$ cat src/rtl/ecb_pkg.sv
// Shared types and helpers for the ECB/CBC row cipher: FSM states, rotation constants, rotate functions.
package ecb_pkg;

  typedef enum logic [1:0] {
    IDLE,
    PROC,
    DONE
  } state_t;

  localparam int unsigned ROT_AMT = 5;
  localparam int unsigned RK_STEP = 8;
  localparam int unsigned MAXW    = 256;

  // Rotate the low w bits of x left by n (mod w); bits above w are returned as zero.
  function automatic logic [MAXW-1:0] rotl(input logic [MAXW-1:0] x,
                                          input int unsigned     n,
                                          input int unsigned     w);
    logic [MAXW-1:0] mask;
    logic [MAXW-1:0] xm;
    int unsigned     s;
    s    = n % w;
    mask = (w >= MAXW) ? '1 : ((MAXW'(1) << w) - MAXW'(1));
    xm   = x & mask;
    return ((xm << s) | (xm >> (w - s))) & mask;
  endfunction

  function automatic logic [MAXW-1:0] rotr(input logic [MAXW-1:0] x,
                                          input int unsigned     n,
                                          input int unsigned     w);
    return rotl(x, (w - (n % w)) % w, w);
  endfunction

endpackage

$ cat src/rtl/ecb_block_cipher.sv
// Combinational per-block cipher: ROUNDS of key-mix and fixed rotation, or the exact inverse when decrypting.
module ecb_block_cipher
  import ecb_pkg::*;
#(
  parameter int unsigned BLOCK_SIZE = 32,
  parameter int unsigned ROUNDS     = 4
) (
  input  logic [BLOCK_SIZE-1:0] data_i,
  input  logic [BLOCK_SIZE-1:0] key_i,
  input  logic                  decrypt_i,
  output logic [BLOCK_SIZE-1:0] data_o
);

  logic [BLOCK_SIZE-1:0] x;
  logic [BLOCK_SIZE-1:0] rk;
  int unsigned           r;

  always_comb begin
    x  = data_i;
    rk = '0;
    r  = 0;
    if (!decrypt_i) begin
      for (int unsigned k = 0; k < ROUNDS; k++) begin
        rk = BLOCK_SIZE'(rotl(MAXW'(key_i), (RK_STEP * k) % BLOCK_SIZE, BLOCK_SIZE));
        x  = BLOCK_SIZE'(rotl(MAXW'(x ^ rk), ROT_AMT, BLOCK_SIZE));
      end
    end else begin
      for (int unsigned k = 0; k < ROUNDS; k++) begin
        r  = ROUNDS - 1 - k;
        rk = BLOCK_SIZE'(rotl(MAXW'(key_i), (RK_STEP * r) % BLOCK_SIZE, BLOCK_SIZE));
        x  = BLOCK_SIZE'(rotr(MAXW'(x), ROT_AMT, BLOCK_SIZE)) ^ rk;
      end
    end
    data_o = x;
  end

endmodule

$ cat src/rtl/ecb_row_cipher.sv
// Row-wide block cipher: accepts a packed row, ciphers one block per cycle, presents the row until consumed.
// Define ECB_ROW_CBC_EN to chain blocks within a row (CBC); default build is pure ECB.
module ecb_row_cipher
  import ecb_pkg::*;
#(
  parameter int unsigned BLOCK_SIZE = 32,
  parameter int unsigned HSIZE      = 768,
  parameter int unsigned ROUNDS     = 4
) (
  input  logic                  clk,
  input  logic                  rst,
  input  logic                  in_valid,
  output logic                  in_ready,
  input  logic [HSIZE-1:0]      image_row,
  input  logic [BLOCK_SIZE-1:0] key,
  input  logic                  decrypt,
  output logic                  out_valid,
  input  logic                  out_ready,
  output logic [HSIZE-1:0]      row_out,
  output logic                  busy
);

  localparam int unsigned NBLK = HSIZE / BLOCK_SIZE;
  localparam int unsigned IW   = $clog2(NBLK + 1);

  state_t                state_q, state_d;
  logic [IW-1:0]         idx_q, idx_d;
  logic [HSIZE-1:0]      row_in_q, row_in_d;
  logic [HSIZE-1:0]      row_out_q, row_out_d;
  logic [BLOCK_SIZE-1:0] key_q, key_d;
  logic [BLOCK_SIZE-1:0] res_q, res_d;
  logic                  dec_q, dec_d;
  logic [BLOCK_SIZE-1:0] blk_in, cip_in, cip_out, blk_res;

  ecb_block_cipher #(
    .BLOCK_SIZE(BLOCK_SIZE),
    .ROUNDS    (ROUNDS)
  ) u_cipher (
    .data_i   (cip_in),
    .key_i    (key_q),
    .decrypt_i(dec_q),
    .data_o   (cip_out)
  );

`ifdef ECB_ROW_CBC_EN
  logic [BLOCK_SIZE-1:0] chain_q, chain_d;

  assign cip_in  = dec_q ? blk_in : (blk_in ^ chain_q);
  assign blk_res = dec_q ? (cip_out ^ chain_q) : cip_out;

  always_comb begin
    chain_d = chain_q;
    if (state_q == IDLE && in_valid) begin
      chain_d = '0;
    end else if (state_q == PROC && 32'(idx_q) < NBLK) begin
      chain_d = dec_q ? blk_in : cip_out;
    end
  end

  always_ff @(posedge clk) begin
    if (rst) chain_q <= '0;
    else     chain_q <= chain_d;
  end
`else
  assign cip_in  = blk_in;
  assign blk_res = cip_out;
`endif

  // Block i is ciphered into res_q while idx==i and lands in row_out on idx==i+1,
  // so PROC spans NBLK+1 cycles and out_valid rises NBLK+1 edges after the accept.
  always_comb begin
    state_d   = state_q;
    idx_d     = idx_q;
    row_in_d  = row_in_q;
    row_out_d = row_out_q;
    key_d     = key_q;
    dec_d     = dec_q;
    res_d     = res_q;
    blk_in    = '0;
    for (int unsigned b = 0; b < NBLK; b++) begin
      if (32'(idx_q) == b) blk_in = row_in_q[b*BLOCK_SIZE +: BLOCK_SIZE];
    end
    unique case (state_q)
      IDLE: begin
        if (in_valid) begin
          row_in_d = image_row;
          key_d    = key;
          dec_d    = decrypt;
          idx_d    = '0;
          state_d  = PROC;
        end
      end
      PROC: begin
        if (32'(idx_q) < NBLK) res_d = blk_res;
        for (int unsigned b = 0; b < NBLK; b++) begin
          if (32'(idx_q) == b + 1) row_out_d[b*BLOCK_SIZE +: BLOCK_SIZE] = res_q;
        end
        if (32'(idx_q) == NBLK) state_d = DONE;
        else                    idx_d   = idx_q + IW'(1);
      end
      DONE: begin
        if (out_ready) state_d = IDLE;
      end
      default: state_d = IDLE;
    endcase
  end

  always_ff @(posedge clk) begin
    if (rst) begin
      state_q   <= IDLE;
      idx_q     <= '0;
      row_in_q  <= '0;
      row_out_q <= '0;
      key_q     <= '0;
      dec_q     <= 1'b0;
      res_q     <= '0;
    end else begin
      state_q   <= state_d;
      idx_q     <= idx_d;
      row_in_q  <= row_in_d;
      row_out_q <= row_out_d;
      key_q     <= key_d;
      dec_q     <= dec_d;
      res_q     <= res_d;
    end
  end

  assign in_ready  = (state_q == IDLE);
  assign out_valid = (state_q == DONE);
  assign busy      = (state_q != IDLE);
  assign row_out   = row_out_q;

endmodule

$ cat config.mk
export PLATFORM = sky130hd
export DESIGN_NAME = ecb_row_cipher
export DESIGN_NICKNAME = d
export VERILOG_FILES = /design/src/rtl/ecb_pkg.sv /design/src/rtl/ecb_block_cipher.sv /design/src/rtl/ecb_row_cipher.sv
export SDC_FILE = /design/constraint.sdc
export NUM_CORES = 2
export LEC_CHECK = 0
export ABC_AREA = 1
export BUFFER_PORTS_ARGS = -buffer_cell sky130_fd_sc_hd__buf_4
export CAP_MARGIN = 20
export CORE_AREA = 2 2 611 613
export DETAILED_ROUTE_END_ITERATION = 10
export DIE_AREA = 0 0 613 615
export HOLD_SLACK_MARGIN = 0.08
export PLACE_DENSITY_LB_ADDON = 0.25
export SLEW_MARGIN = 5
export SYNTH_ARGS = -nofsm -noshare
export SYNTH_HDL_FRONTEND = slang
export SYNTH_SLANG_ARGS = --single-unit
$ cat constraint.sdc
create_clock -name clk -period 2.8 [get_ports clk]
set_clock_uncertainty 0.15 [all_clocks]
set_input_delay 0.14 -clock clk [delete_from_list [all_inputs] [get_ports clk]]
set_output_delay 0.14 -clock clk [all_outputs]
set_load 0.01 [all_outputs]
* Yosys cells after proc, flatten, opt, wreduce, memory -nomap -nowiden
Index checks and enable logic that the tools add are counted.
** Storage, ports and cells
- Word-level logic and storage cells :: 145
- Register bits after elaboration :: 1608
- Output and inout bits :: 771
** Cells by class
- Bitwise logic cells :: 19
- Add/sub/neg operators :: 1
- Equality and inequality tests :: 30
- Muxes and demuxes :: 32
- $lt $le $gt $ge :: 1
- Reductions and logical operators :: 32
** Operators by type and width (number)
- 2-to-1 mux 32 bit :: 25
- bitwise XOR 32 bit :: 8
- bitwise OR 32 x 27 -> 32 bit :: 4
- bitwise OR 32 x 5 -> 32 bit :: 4
- AND reduction 2 bit :: 26
- == test 5 bit (second input constant) :: 9
- == test 5 x 4 -> 1 bit (second input constant) :: 8
- bitwise OR 32 x 16 -> 32 bit :: 1
- bitwise OR 32 x 24 -> 32 bit :: 1
- bitwise OR 32 x 8 -> 32 bit :: 1
- == test 5 x 3 -> 1 bit (second input constant) :: 4
- == test 5 x 2 -> 1 bit (second input constant) :: 2
- 2-to-1 mux 5 bit :: 2
- case mux 5 bit (2 select lines) :: 1
- 2-to-1 mux 2 bit :: 3
- inequality test 2 bit (second input constant) :: 3
- case mux 2 bit (3 select lines) :: 1
- AND reduction 3 bit :: 2
- adder 5 x 1 -> 5 bit (second input constant) :: 1
- == test 5 x 1 -> 1 bit (second input constant) :: 1
- logical NOT 5 bit :: 1
- < comparator 5 bit (second input constant) :: 1
- nonzero test 2 bit :: 2
- == test 2 x 1 -> 1 bit (second input constant) :: 1
- other kinds (3) :: 3

* Depth between registers and ports, before layout
- Depth in word-level cells :: 34
- Mapped depth :: 36
- Depth with buffers taken out :: 35

* Modules after synthesis
Synthesis repeated with hierarchy kept, for this count alone.
** Second synthesis, totals
- Cell total of the unflattened synthesis :: 9935
- Area, all modules :: 68019.0 um^2
** By module, submodules not included
- ecb_row_cipher :: cells each 9157, area an instance 64543.2 um^2, instances 1, sequential area each 32190.9 um^2
- ecb_block_cipher :: cells each 778, area an instance 3475.8 um^2, instances 1, sequential area each 0.0 um^2

* Least setup slack after synthesis
Ideal clock, no wire load.
- Path kind :: register to register
- From :: reg idx_q[1]
- To :: reg res_q[9]
- Path slack :: -0.161 ns
- Clock period less this slack :: 2.961 ns
- Arrival :: 2.673 ns
- Buffers on the path :: 1
- Data required time :: 2.512 ns
- Stages on the path, launching flop included :: 35
- Library setup time :: 0.138 ns
- Cells stage by stage :: dfxtp_1 -> inv_1 -> ha_1 -> inv_1 -> nor2_2 -> nand2_4 -> clkbuf_2 -> o21ai_0 -> o21bai_1 -> nand3_1 -> nand2_1 -> nand3_1 -> nand3_1 -> nand3_1 -> nand2_1 -> nand3_1 -> nand3_1 -> nand2_1 -> nand2_1 -> nand2_1 -> nand2_1 -> nand3_1 -> nand3_1 -> nand3_1 -> nand3_1 -> o21ai_1 -> nand2_1 -> nand2_1 -> nand2_1 -> nand2_1 -> nand2_1 -> nand2_1 -> nand3_1 -> nand2_1 -> a21oi_1
** On the way
- Cells in the longest elaborated chain, start to end :: 34
** Ends and longest elaborated chain
- start: declaration :: RTL line ecb_row_cipher.sv:27 : logic [IW-1:0] idx_q, idx_d;
- start signal: assignment :: RTL line ecb_row_cipher.sv:119 : idx_q <= idx_d;
- logical NOT 5 bit :: RTL line ecb_row_cipher.sv:81 : if (32'(idx_q) == b) blk_in = row_in_q[b*BLOCK_SIZE +: BLOCK_SIZE];
- 2-to-1 mux 32 bit (24 in a row) :: RTL line ecb_row_cipher.sv:81
- bitwise XOR 32 bit or bitwise OR 32 x 27 -> 32 bit (tied branches) :: RTL line ecb_block_cipher.sv:25, ecb_pkg.sv:24
- bitwise OR 32 x 5 -> 32 bit or bitwise XOR 32 bit (tied branches) :: RTL line ecb_pkg.sv:24, ecb_block_cipher.sv:31
- bitwise XOR 32 bit or bitwise OR 32 x 27 -> 32 bit (tied branches) :: RTL line ecb_block_cipher.sv:25, ecb_pkg.sv:24
- bitwise OR 32 x 5 -> 32 bit or bitwise XOR 32 bit (tied branches) :: RTL line ecb_pkg.sv:24, ecb_block_cipher.sv:31
- bitwise XOR 32 bit or bitwise OR 32 x 27 -> 32 bit (tied branches) :: RTL line ecb_block_cipher.sv:25, ecb_pkg.sv:24
- bitwise OR 32 x 5 -> 32 bit or bitwise XOR 32 bit (tied branches) :: RTL line ecb_pkg.sv:24, ecb_block_cipher.sv:31
- bitwise XOR 32 bit or bitwise OR 32 x 27 -> 32 bit (tied branches) :: RTL line ecb_block_cipher.sv:25, ecb_pkg.sv:24
- bitwise OR 32 x 5 -> 32 bit or bitwise XOR 32 bit (tied branches) :: RTL line ecb_pkg.sv:24, ecb_block_cipher.sv:31
- 2-to-1 mux 32 bit :: RTL line ecb_block_cipher.sv:22 : if (!decrypt_i) begin
- end signal: assignment :: RTL line ecb_row_cipher.sv:124 : res_q <= res_d;
- end: declaration :: RTL line ecb_row_cipher.sv:31 : logic [BLOCK_SIZE-1:0] res_q, res_d;
Parallel ways exist; a longest one is shown, timed or not.
A chain may end at the register's enable or synchronous reset.

* Worst setup path after layout
- From :: reg idx_q[0]
- To :: reg res_q[31]
The elaborated chain is that of the path after synthesis.

==> metrics.txt <==
outcome finished with violations; failing checks setup timing; combinational fraction of design power 18.0%; Max stage delay cell, worst path dfxtp_4; synthesized net count around 10,000; layout cell share with drive strength beyond 1 approximately a quarter; number of H-tree levels 4; horizontal die dimension 613 µm; Starting Density approximately 18%; actual slew at the worst max-slew pin between 1000 and 1500 ps; TritonCTS buffer count approximately 200; WL per Instance approximately 24 µm; number of remaining DRC errors 0; Crit Reg-Reg Startpoint idx_q[0]; number of placement rows ~220; area growth from synthesis to layout 72.7%; normalized max-slew margin 30.6%; clock input transition at the sequential cells of the worst setup and hold paths 70 ps; total detailed-routing wirelength around 420,000 µm; cell internal pwr around 44 mW; final weighted congestion of routability-driven global placement approximately 0.9; largest stage delay on the critical path ~380 ps; highest clock rate about 250 MHz; required arrival time at the worst endpoint 3470 ps; final net count 13,500; type of element capturing the critical path flop; clock tree from TritonCTS done; setup violation total in the final timing report 32; cell chosen for the clock root clkbuf_16; number of maximum-capacitance constraint violations 0; Post-DP HPWL between 300,000 and 400,000 µm; Post-synth ARST share 0%; maximum number of pins on one net before global-route repair roughly 160; Bufs on Longest Clock Path 4; Placeable Area 371,000 µm²; share of synthesized area occupied by flip-flops and latches approximately half; source of the critical timing path idx_q[0]; Synth Area per Inst ~7 µm²; total number of vias about 79,000; post-synthesis instance area 66,300 µm²; crit path DAT 4610 ps; switching power ~19 mW; number of distinct standard cells referenced by the synthesized netlist 33; Slew Viols, Final 0; Die Span Y 615 µm; sequential share of power about 40%; maximum VDD drop ~0.47 mV; power per unit of standard cell area 545 nW/µm²; kind of start point of the critical path flop; HP Start image_row[180]; total number of clock tree sinks 1,608; number of warnings reported in the yosys synthesis log 0; DRC marker count from the first detailed-route iteration around 6,400; top fanout value on the critical path 6; Hold Path Class primary input to flop; # port buffers roughly 1,600; unrepaired setup endpoints after global routing yes; die area about 380,000 µm²; Setup CP Type flop to flop; first-pass GRT wire length 575,000 µm; count of nets left with antenna violations after detail routing 0; via count of the first global-routing pass 75,500; post-synthesis register bit count 1,608; slack of the critical path -1140 ps; CP most frequent cell nand3_2; post-route minimum period approximately 3900 ps; period utilisation layout 141%; number of primary I/O pins 1,576; hold_ws ~140 ps; final count of hold timing violations 0; routed vias/inst between 4 and 5; Static Leak between 40 and 50 nW; GRT overflow 0; top_reg_cell synth dfxtp_1; antenna violations before repair 68; number of enable-type register cells in the synthesized netlist 0; post-layout total power between 60 and 70 mW; Sw Ratio ~30%; GRT Total Usage roughly a fifth; number of cells produced by synthesis around 9,400; proportion of power drawn by the clock network 42.0%; Skew-Pair Late Insertion Delay 900 ps; number of detailed-routing iterations run before antenna repair 5
[cell usage after synthesis (2+ instances only)]
cell type,n,area [µm²]
dfxtp_1,1608,32200
nor2_1,1605,6020
nand2_1,1514,5680
o21ai_0,1270,6360
nand3_1,933,4670
a21oi_1,858,4290
clkbuf_1,672,2520
inv_1,580,2180
buf_2,62,310
buf_1,56,210
xnor2_1,35,307
or2_2,34,213
xor2_1,32,280
o21ai_1,27,135
o21bai_1,19,143
buf_4,12,90.1
inv_2,12,45.0
nand4_1,12,75.1
o211ai_1,11,82.6
clkinv_1,10,37.5
a31oi_1,8,50.1
nand2_2,8,50.1
a21oi_2,7,61.3
ha_1,5,62.6
buf_6,4,45.0
nor2_2,4,25.0
nor3_1,4,20.0
o221ai_1,4,35.0
nand2_4,3,33.8
nor2_4,3,33.8
clkbuf_2,2,10.0
nand3b_1,2,15.0
[worst max-delay path: cells and delay by family, from the launching register on]
family / cells / cell delay (ps)
and+or+nand+nor: 23 / 2270
adders and majority gates: 1 / 130
buffers and inverters: 6 / 750
DFF: 1 / 380
AOI/OAI and AO/OA: 2 / 190
[placed cells by master, fill, tap and decap left out, types with 9 or more instances in the layout]
master,n
dlygate4sd3_1,1642
clkinv_2,28
bufinv_16,9
buf_12,125
diode_2,44
o211ai_1,11
inv_1,562
xor2_1,32
xnor2_1,35
o21ai_2,28
nand3_2,207
clkbuf_16,203
o21ai_0,1229
dfxtp_1,1575
clkbuf_8,39
dfxtp_2,23
buf_4,2058
o21bai_1,14
or2_2,33
nor2_2,11
nand3_1,657
buf_6,38
o21ai_1,39
nor2_1,1575
inv_2,23
nand2_2,169
nand3_4,69
clkbuf_1,50
nand2_4,77
a21oi_1,843
nor2_4,26
nand2_1,1277
nand4_1,12
a21oi_2,22
dfxtp_4,10
[metal layers]
layer  wire, µm  track usage [%]  vias to the layer above
met3      25700             3.29                      891
li1           -                -                    37000
met4      24400             11.2                        6
met1     168000             25.4                    37700
met5         40                0                        -
met2     204000             36.5                     2964
[registers in the layout, summed over array words and instances, names as in the netlist]
signal / flops
row_in_q: 768
key_q: 32
state_q: 2
res_q: 32
dec_q: 1
idx_q: 5
row_out: 768
[cell type report]
class,instances,area [µm²]
diodes,44,110
clock buffers,287,5700
clock inverters,57,707
fillers,39700,256000
inverters,602,2300
multi-input cells,6401,32100
flip-flops and latches,1608,32300
well taps,4972,6220
repair buffers,3879,35100
[power groups by stage]
stage          clock network, mW  registers, mW  logic [mW]
2_1_floorplan                  0           24.7        3.87
3_3_place_gp                   0           25.5        8.32
3_5_place_dp                   0           25.5        8.32
4_1_cts                     26.7           25.0        10.6
5_1_grt                     27.6           25.1        11.9
6_report                    26.2           25.0        11.2
[what timing repair did]
item | CTS | global route
hold buffers | 1642 | 0
cloned | 5 | 5
setup buffers | 17 | 23
pin swaps | 109 | 274
endpoints found under the setup margin | 171 | 389
resized for setup | 357 | 467
endpoints found under the hold margin | 1344 | 0
[cells by family (layout without fill, tap and decap cells)]
| logic type | after synthesis | in the layout | synth area share [%] |
|---|---|---|---|
| flip-flops | 1608 | 1608 | 48.6 |
| other | 0 | 44 | 0 |
| buffers and inverters | 1410 | 4825 | 8.22 |
| adder cells (fa/ha/maj) | 5 | 5 | 0.0944 |
| AND/OR/NAND/NOR | 4123 | 4125 | 25.4 |
| AO/OA/AOI/OAI | 2204 | 2204 | 16.8 |
| XOR/XNOR | 67 | 67 | 0.885 |
[worst paths after layout]
check / slack (ps) / end / cells after the start
setup / recovery: -1140 / res_q[31] / 32
hold / removal: 140 / row_in_q[180] / 4
setup reg to reg: -1140 / res_q[31] / 32
hold reg to reg: 300 / row_in_q[440] / 2
[metrics by stage]
stage / utilization (%) / std cells / cell area [µm²] / worst slack, ps / TNS (ps)
global route: 30.9 / 17800 / 114000 / -1310 / -39350
CTS: 30.3 / 17800 / 112000 / -1160 / -35140
global placement: 23.6 / 15800 / 87600 / -1620 / -53400
detailed placement: 23.6 / 15800 / 87600 / -1620 / -54700
floorplan: - / 9417 / 66500 / -82.4 / -854
finish: 30.9 / 17900 / 115000 / -1140 / -33040
(Power assumes the default switching activity.)
